==> src/rtl/vga_map_pkg.sv <==
// Shared definitions for the VGA tile-map fetch scheduler.
//   MAP_AW / MAP_DW : map-memory address and data widths
//   mapState_t      : scheduler FSM encoding
package vga_map_pkg;

    localparam int MAP_AW = 16;
    localparam int MAP_DW = 16;

    typedef enum logic [2:0] {
        IDLE  = 3'd0,
        MUL   = 3'd1,
        READY = 3'd2,
        FETCH = 3'd3,
        DRAIN = 3'd4
    } mapState_t;

endpackage

==> src/rtl/seq_mul16.sv <==
// 16x16 sequential shift-add multiplier, product truncated to 16 bits.
//   clk, reset    : clock, async active-high reset
//   start         : loads operands and (re)starts; wins over a run in progress
//   multiplicand  : operand A, captured on start
//   multiplier    : operand B, captured on start
//   done          : high in the 16th cycle after start
//   product       : A*B mod 2^16, valid only while done is high
module seq_mul16
    import vga_map_pkg::*;
(
    input  logic              clk,
    input  logic              reset,
    input  logic              start,
    input  logic [MAP_DW-1:0] multiplicand,
    input  logic [MAP_DW-1:0] multiplier,
    output logic              done,
    output logic [MAP_DW-1:0] product
);

    logic              running;
    logic [3:0]        stepCnt;
    logic [MAP_DW-1:0] acc;
    logic [MAP_DW-1:0] mcand;
    logic [MAP_DW-1:0] mplier;
    logic [MAP_DW-1:0] accNext;

    always_comb begin
        accNext = acc;
        if (mplier[0]) begin
            accNext = acc + mcand;
        end
    end

    // The last partial product is folded in combinationally so the result
    // is available in the 16th cycle instead of one cycle later.
    assign done    = running && (stepCnt == 4'd15);
    assign product = accNext;

    always_ff @(posedge clk or posedge reset) begin
        if (reset) begin
            running <= 1'b0;
            stepCnt <= '0;
            acc     <= '0;
            mcand   <= '0;
            mplier  <= '0;
        end else if (start) begin
            running <= 1'b1;
            stepCnt <= '0;
            acc     <= '0;
            mcand   <= multiplicand;
            mplier  <= multiplier;
        end else if (running) begin
            acc     <= accNext;
            mcand   <= mcand << 1;
            mplier  <= mplier >> 1;
            stepCnt <= stepCnt + 4'd1;
            if (stepCnt == 4'd15) begin
                running <= 1'b0;
            end
        end
    end

endmodule

==> src/rtl/vga_map_fetch_sched.sv <==
// VGA tile-map fetch scheduler. Latches the scroll registers once per frame,
// computes the display start location, bursts TILES_X map words per tile row
// into the line buffer and shares the single map-memory port with the CPU
// (VGA has priority during a burst, with a CPU starvation guard).
//
// Optional build macro VGA_MAP_HWRAP_EN: column pointer wraps within the
// level row (line origin = level + y*row_length, column starts at x_offset).
//
// Ports:
//   clk, reset          clock, async active-high reset
//   frame_start         1-cycle pulse, vertical blank start (aborts anything)
//   row_req             1-cycle pulse, prefetch next tile row
//   level_addr          level map base address
//   row_length          map words per level row
//   x_offset, y_offset  scroll, in tiles
//   cpu_req, cpu_addr   CPU port request / address
//   cpu_gnt             CPU owns the port this cycle (combinational)
//   mem_addr            shared memory address (combinational)
//   mem_rdata           read data, one cycle after address
//   tile_wr_en/idx/data line-buffer write port
//   start_addr          latched display start location
//   row_ready           1-cycle pulse once a row is fully written
//   busy                high in MUL, FETCH, DRAIN
//   overrun             sticky, row_req seen outside READY
//
// state | meaning
// IDLE  | waiting for frame_start
// MUL   | computing y_offset*row_length (16 cycles)
// READY | start location known, waiting for row_req
// FETCH | issuing TILES_X map reads for one tile row
// DRAIN | capturing the last word of the row
module vga_map_fetch_sched
    import vga_map_pkg::*;
#(
    parameter int TILES_X    = 40,
    parameter int TILES_Y    = 30,
    parameter int CPU_STARVE = 8
) (
    input  logic              clk,
    input  logic              reset,
    input  logic              frame_start,
    input  logic              row_req,
    input  logic [MAP_AW-1:0] level_addr,
    input  logic [MAP_AW-1:0] row_length,
    input  logic [MAP_AW-1:0] x_offset,
    input  logic [MAP_AW-1:0] y_offset,
    input  logic              cpu_req,
    input  logic [MAP_AW-1:0] cpu_addr,
    output logic              cpu_gnt,
    output logic [MAP_AW-1:0] mem_addr,
    input  logic [MAP_DW-1:0] mem_rdata,
    output logic              tile_wr_en,
    output logic [5:0]        tile_wr_idx,
    output logic [MAP_DW-1:0] tile_wr_data,
    output logic [MAP_AW-1:0] start_addr,
    output logic              row_ready,
    output logic              busy,
    output logic              overrun
);

    localparam int CNT_W = $clog2(CPU_STARVE + 1);
    localparam int ROW_W = $clog2(TILES_Y + 1);
    localparam logic [5:0]       LAST_COL   = 6'(TILES_X - 1);
    localparam logic [ROW_W-1:0] LAST_ROW   = ROW_W'(TILES_Y - 1);
    localparam logic [CNT_W-1:0] STARVE_MAX = CNT_W'(CPU_STARVE);

    mapState_t         state;
    mapState_t         nextState;

    logic [MAP_AW-1:0] levelL;
    logic [MAP_AW-1:0] rowLenL;
    logic [MAP_AW-1:0] xL;
    logic [MAP_AW-1:0] startAddrQ;
    logic [MAP_AW-1:0] rowBase;
    logic [ROW_W-1:0]  rowCnt;
    logic [5:0]        col;
    logic [CNT_W-1:0]  denyCnt;
    logic              wrPend;
    logic [5:0]        wrIdx;
    logic              rowReadyQ;
    logic              overrunQ;

    logic              mulDone;
    logic [MAP_DW-1:0] mulProduct;
    logic [MAP_AW-1:0] startSum;
    logic [MAP_AW-1:0] vgaAddr;
    logic              cpuGnt;
    logic              vgaIssue;

    // y_offset and row_length are captured by the multiplier itself on
    // frame_start, so no separate y register is kept here.
    seq_mul16 uMul (
        .clk          (clk),
        .reset        (reset),
        .start        (frame_start),
        .multiplicand (row_length),
        .multiplier   (y_offset),
        .done         (mulDone),
        .product      (mulProduct)
    );

    assign startSum = levelL + xL + mulProduct;

`ifdef VGA_MAP_HWRAP_EN
    logic [MAP_AW-1:0] colPtr;
    logic [MAP_AW-1:0] lineOrigin;

    assign lineOrigin = levelL + mulProduct;
    assign vgaAddr    = rowBase + colPtr;

    always_ff @(posedge clk or posedge reset) begin
        if (reset) begin
            colPtr <= '0;
        end else if (!frame_start) begin
            if (state == READY && row_req) begin
                colPtr <= xL;
            end else if (vgaIssue) begin
                if (colPtr == rowLenL - 16'd1) begin
                    colPtr <= '0;
                end else begin
                    colPtr <= colPtr + 16'd1;
                end
            end
        end
    end
`else
    assign vgaAddr = rowBase + MAP_AW'(col);
`endif

    // Arbitration: CPU always wins outside FETCH; inside FETCH only after
    // CPU_STARVE consecutive denied request cycles.
    assign cpuGnt   = cpu_req && ((state != FETCH) || (denyCnt == STARVE_MAX));
    // A frame_start cycle never counts as an issue, so an aborted burst
    // leaves nothing in the write pipeline.
    assign vgaIssue = (state == FETCH) && !cpuGnt && !frame_start;

    assign cpu_gnt      = cpuGnt;
    assign mem_addr     = cpuGnt ? cpu_addr : vgaAddr;
    assign tile_wr_en   = wrPend;
    assign tile_wr_idx  = wrIdx;
    assign tile_wr_data = mem_rdata;
    assign start_addr   = startAddrQ;
    assign row_ready    = rowReadyQ;
    assign busy         = (state == MUL) || (state == FETCH) || (state == DRAIN);
    assign overrun      = overrunQ;

    always_ff @(posedge clk or posedge reset) begin
        if (reset) begin
            state <= IDLE;
        end else begin
            state <= nextState;
        end
    end

    always_comb begin
        nextState = state;
        if (frame_start) begin
            nextState = MUL;
        end else begin
            case (state)
                IDLE:  nextState = IDLE;
                MUL:   if (mulDone) nextState = READY;
                READY: if (row_req) nextState = FETCH;
                FETCH: if (vgaIssue && col == LAST_COL) nextState = DRAIN;
                DRAIN: nextState = (rowCnt == LAST_ROW) ? IDLE : READY;
                default: nextState = IDLE;
            endcase
        end
    end

    always_ff @(posedge clk or posedge reset) begin
        if (reset) begin
            denyCnt <= '0;
        end else if (!cpu_req || cpuGnt) begin
            denyCnt <= '0;
        end else if (state == FETCH) begin
            denyCnt <= denyCnt + CNT_W'(1);
        end
    end

    always_ff @(posedge clk or posedge reset) begin
        if (reset) begin
            levelL     <= '0;
            rowLenL    <= '0;
            xL         <= '0;
            startAddrQ <= '0;
            rowBase    <= '0;
            rowCnt     <= '0;
            col        <= '0;
            wrPend     <= 1'b0;
            wrIdx      <= '0;
            rowReadyQ  <= 1'b0;
            overrunQ   <= 1'b0;
        end else begin
            wrPend    <= vgaIssue;
            wrIdx     <= col;
            rowReadyQ <= (state == DRAIN) && !frame_start;
            if (row_req && state != READY) begin
                overrunQ <= 1'b1;
            end
            if (frame_start) begin
                levelL  <= level_addr;
                rowLenL <= row_length;
                xL      <= x_offset;
                col     <= '0;
            end else begin
                case (state)
                    MUL: begin
                        if (mulDone) begin
                            startAddrQ <= startSum;
`ifdef VGA_MAP_HWRAP_EN
                            rowBase    <= lineOrigin;
`else
                            rowBase    <= startSum;
`endif
                            rowCnt     <= '0;
                        end
                    end
                    READY: begin
                        if (row_req) begin
                            col <= '0;
                        end
                    end
                    FETCH: begin
                        if (vgaIssue) begin
                            col <= col + 6'd1;
                        end
                    end
                    DRAIN: begin
                        rowBase <= rowBase + rowLenL;
                        rowCnt  <= rowCnt + ROW_W'(1);
                    end
                    default: ;
                endcase
            end
        end
    end

endmodule

==> config.mk <==
export PLATFORM = sky130hd
export DESIGN_NAME = vga_map_fetch_sched
export DESIGN_NICKNAME = d
export VERILOG_FILES = /design/src/rtl/vga_map_pkg.sv /design/src/rtl/seq_mul16.sv /design/src/rtl/vga_map_fetch_sched.sv
export SDC_FILE = /design/constraint.sdc
export NUM_CORES = 1
export LEC_CHECK = 0
export BUFFER_PORTS_ARGS = -buffer_cell sky130_fd_sc_hd__buf_2
export CAP_MARGIN = 10
export CELL_PAD_IN_SITES_DETAIL_PLACEMENT = 2
export CELL_PAD_IN_SITES_GLOBAL_PLACEMENT = 2
export CORE_MARGIN = 2
export CORE_UTILIZATION = 36
export CTS_CLUSTER_SIZE = 40
export DETAILED_ROUTE_END_ITERATION = 7
export PLACE_DENSITY_LB_ADDON = 0.1
export RECOVER_POWER = 100
export REMOVE_ABC_BUFFERS = 1
export SLEW_MARGIN = 10
export SYNTH_ARGS = -nofsm -noshare
export SYNTH_HDL_FRONTEND = slang
export SYNTH_HIERARCHICAL = 1
export SYNTH_SLANG_ARGS = --single-unit
==> constraint.sdc <==
create_clock -name clk -period 4.9 [get_ports clk]
set_input_delay 0 -clock clk [delete_from_list [all_inputs] [get_ports clk]]
set_output_delay 0 -clock clk [all_outputs]
set_load 0.005 [all_outputs]
==> metrics list <==
* Result of the run: finished, violations left
- The checks that failed: capacitance limit, slew limit.
- Antenna violations before repair: 0
* Highest-delay cell along the critical path: dfrtp_1
* Endpoint of the most critical register-to-register path: rowBase[15]
- Core footprint: 27700 um2
- The floorplan step set the die width to 172 um.
- dfrtp_1 takes more of the synthesized area than any other cell.
- H-Tree Depth: 4
* Cell with the most instances after synthesis: dfrtp_1
* Wirelength, routed: 33.0 mm
- Summed over all failing endpoints, the final setup total negative slack is 0 ns.
- Cells after DPL: around 1.5k
- Clk pin slew, worst setup/hold paths: 0.08 ns
- In this run, synthesis produced a sequential element count of 160.
* Worst path top cell family by delay: compound AO/OA/AOI/OAI gates
- Synthesized instance count: 1038
- STA classifies the critical path startpoint as a register.
* Share of the clock period used by the worst path after layout: between 90% and 100%
- Clock Tree Root: clkbuf_16
- Final count of pins violating max slew: 310
* Wire length per cell after detailed routing: 20.7 um
- Ordered list of cells on the worst path: ha_1 -> fa_2 -> a211oi_4 -> o21ai_2 -> a31oi_4 -> nor2_1 -> or3_1 -> a31o_1 -> fa_1 -> ha_2 -> and3_1 -> a221o_1 -> a21oi_2 -> o31ai_1 -> xnor2_1 -> a221oi_1
- In this design, the stage delay of the slowest critical-path cell is roughly 0.41 ns.
- Worst reg2reg startpoint: uMul/acc[0]
- Together, buffers and inverters on the worst path number 0.
- STA classifies the critical path endpoint as a register.
- Hold Vio Cnt, Final: 0
- For this run the aggregate overflow at the end of global routing stands at 0.
- Number of nets in the layout: between 1k and 1.5k
- Count of different cell masters after synthesis: 79
- Placed wire-length estimate after detailed placement: 22.9 mm
- Routability cong.: a little over 0.8
* Total number of vias: approximately 8.5k
* Largest net degree at the start of global routing: 74
- The repair_antennas step left the layout with diodes totalling 0.
* Skew-Pair Late Insertion Delay: about 0.44 ns
- Clock tree from TritonCTS: done
- Total of max-cap violations: 6
- Using the TritonRoute via totals, the vias-per-cell ratio works out to 5.33.
- Initial Util: between 30% and 40%
* Critical setup path kind: register to register
- Worst reg-to-reg setup slack: between 0.2 and 0.3 ns
* Global-route wire length before repair: 52.7 mm
- Cell Pwr Density: 373 nW/um2
- Top post-synthesis cells by count: 160 x dfrtp_1, 134 x nand2_1, 98 x o21ai_0, 77 x nor2_1, 56 x ha_1
- In this run the number of cells on the critical path is 16.
- Share of layout cells above drive strength 1: between 15 and 20%
- Site Rows: 61
* Final critical delay including setup and external delays: roughly 4.6 ns
- I/O pin count: between 150 and 200
- Die footprint: 29500 um2
- Setup Skew: 0.0146 ns
- Vertical extent of the die: 172 um
- For the pin with the worst max-slew slack, the measured transition is ~3.6 ns.
- In this run the most critical hold path is launched from mem_rdata[0].
- Leading post-synthesis cells by cell area: dfrtp_1 40%, ha_1 6.9%, mux2_2 6.1%
- Number of global-route vias before repair: 9315
* Number of buffers created by CTS: 17
- STA puts the critical path data required time at 5.23 ns.
- STA puts the critical path data arrival time at 4.96 ns.
- Yosys printed 6 warnings.
- Number of nets with antenna violations after detailed routing: 0
- VDD sags by at most roughly 250 uV.
- For this run, the register share of the synthesized area comes to between 30% and 40%.
- DRC viols: 0
* Worst Reg-to-Reg Cells: 16
- Syn Area/Cell: 9.75 um2
* Number of DRC violations after detailed-routing iteration 0: 307
- Number of flops mapped to enable cells by yosys: 0
- Top cell type's share of synthesized area: 39.6%
* DRT Pass-1 Iters: 4
* Crit path max fanout: 8
* Async set or reset register ratio after synthesis: between 90% and 100%
- Fmax: approximately 0.22 GHz
* Non-filler cells in the finished layout: 1593
- Global routing used 23.4% of the available tracks across all layers.
* Final Setup Violations: 0
- Dominant register cell in the synthesized netlist: dfrtp_1
- Path type of the worst min-delay path: input pin to primary output
* Post-synthesis instance area: 10100 um2
* Cell count of the worst hold path: 0
- Headroom to the max-slew limit came out at -138%.
- During placement, the flow inserted port buffers numbering 127.
- The clock drives 160 sinks.
- Area delta synth->final: 20.4%
- Worst hold endpoint: tile_wr_data[0]
- The analysis attributes to cell leakage a power of about 5.8 nW.
* Max clock buf depth: 2
timing repair:
action	CTS	global route
hold endpoints to repair	211	0
buffers inserted	0	0
endpoints found under the setup margin	0	4
hold buffers	67	0
gates resized for setup	0	5
layout by cell type (no fill, tap or decap), drive strengths merged, types with 7 or more instances in the layout:
master       netlist  routed
nand2            134     134
o21ai            100     100
mux2              55      55
and3              10      10
mux2i             44      44
fa                19      19
o31ai              8       8
nand3b             7       7
dfrtp            160     160
xnor2             27      27
xor2              24      24
buf               33      92
a21o              16      16
dlygate4sd3        0      67
clkbuf            27      64
nand3             24      24
inv               32      38
a21oi             54      54
nor2              77      77
nor3              13      13
ha                56      56
nand4             12      12
layout make-up:
type	instances	area, um2
Inverter	32	121
Clock inverter	14	191
Sequential cell	160	4000
Timing Repair Buffer	205	1310
Tap cell	378	473
Multi-Input combinational cell	786	5660
Clock buffer	18	429
Fill cell	3021	15500
stage by stage:
stage / instance area, um2 / worst slack, ns / util (%) / hold WS (ns) / total power (W)
after global routing: 12200 / -0.0120 / 44.0 / 0.0000514 / 0.00485
final: 12200 / 0.265 / 44.0 / 0.0000681 / 0.00454
after floorplan: 9780 / 0.631 / - / 0 / 0.00256
after global placement: 11000 / 0.340 / 39.6 / 0.0000962 / 0.00300
after CTS: 12300 / 0.0707 / 44.3 / 0.0000962 / 0.00460
after detailed placement: 11000 / 0.0730 / 39.6 / 0.0000962 / 0.00306
per-layer routing:
metal | track usage [%] | share of wire (%)
met5 | 0 | 0
met4 | 5.34 | 1.4
met3 | 3.36 | 2.6
met2 | 41.2 | 50
met1 | 30.3 | 46
power breakdown:
part	leakage [nW]	switching [W]	internal (W)
clock network	0.304	0.000639	0.000824
logic	3.43	0.000909	0.000636
registers	2.03	0.000110	0.00143
how the worst max path moves through the flow:
stage	from	to	slack (ns)
floorplan	uMul/acc[0]	rowBase[15]	0.63
global placement	uMul/acc[0]	rowBase[15]	0.34
detailed placement	uMul/acc[9]	rowBase[15]	0.07
CTS	uMul/acc[0]	rowBase[15]	0.07
global route	uMul/acc[0]	rowBase[15]	-0.01
finish	uMul/acc[0]	rowBase[15]	0.26
cell families (layout without fill, tap and decap cells):
family | count (synthesis) | count (layout) | synth area share, %
AND/OR/NAND/NOR | 314 | 314 | 14.3
AO/OA/AOI/OAI | 247 | 247 | 16.0
flip-flops | 160 | 160 | 39.6
multiplexers | 99 | 99 | 10.5
buffers and inverters | 92 | 269 | 4.56
adder cells (fa/ha/maj) | 75 | 75 | 10.7
XOR/XNOR | 51 | 51 | 4.41
sequential cells by signal (all words and copies together), names as in the netlist, 3 cells and up:
signal	flops
levelL	16
rowBase	16
rowLenL	16
start_addr	16
uMul/acc	16
uMul/mcand	16
uMul/mplier	16
xL	16
col	6
tile_wr_idx	6
rowCnt	5
denyCnt	4
uMul/stepCnt	4
state	3
No activity file was read; power rests on OpenSTA's default activity.
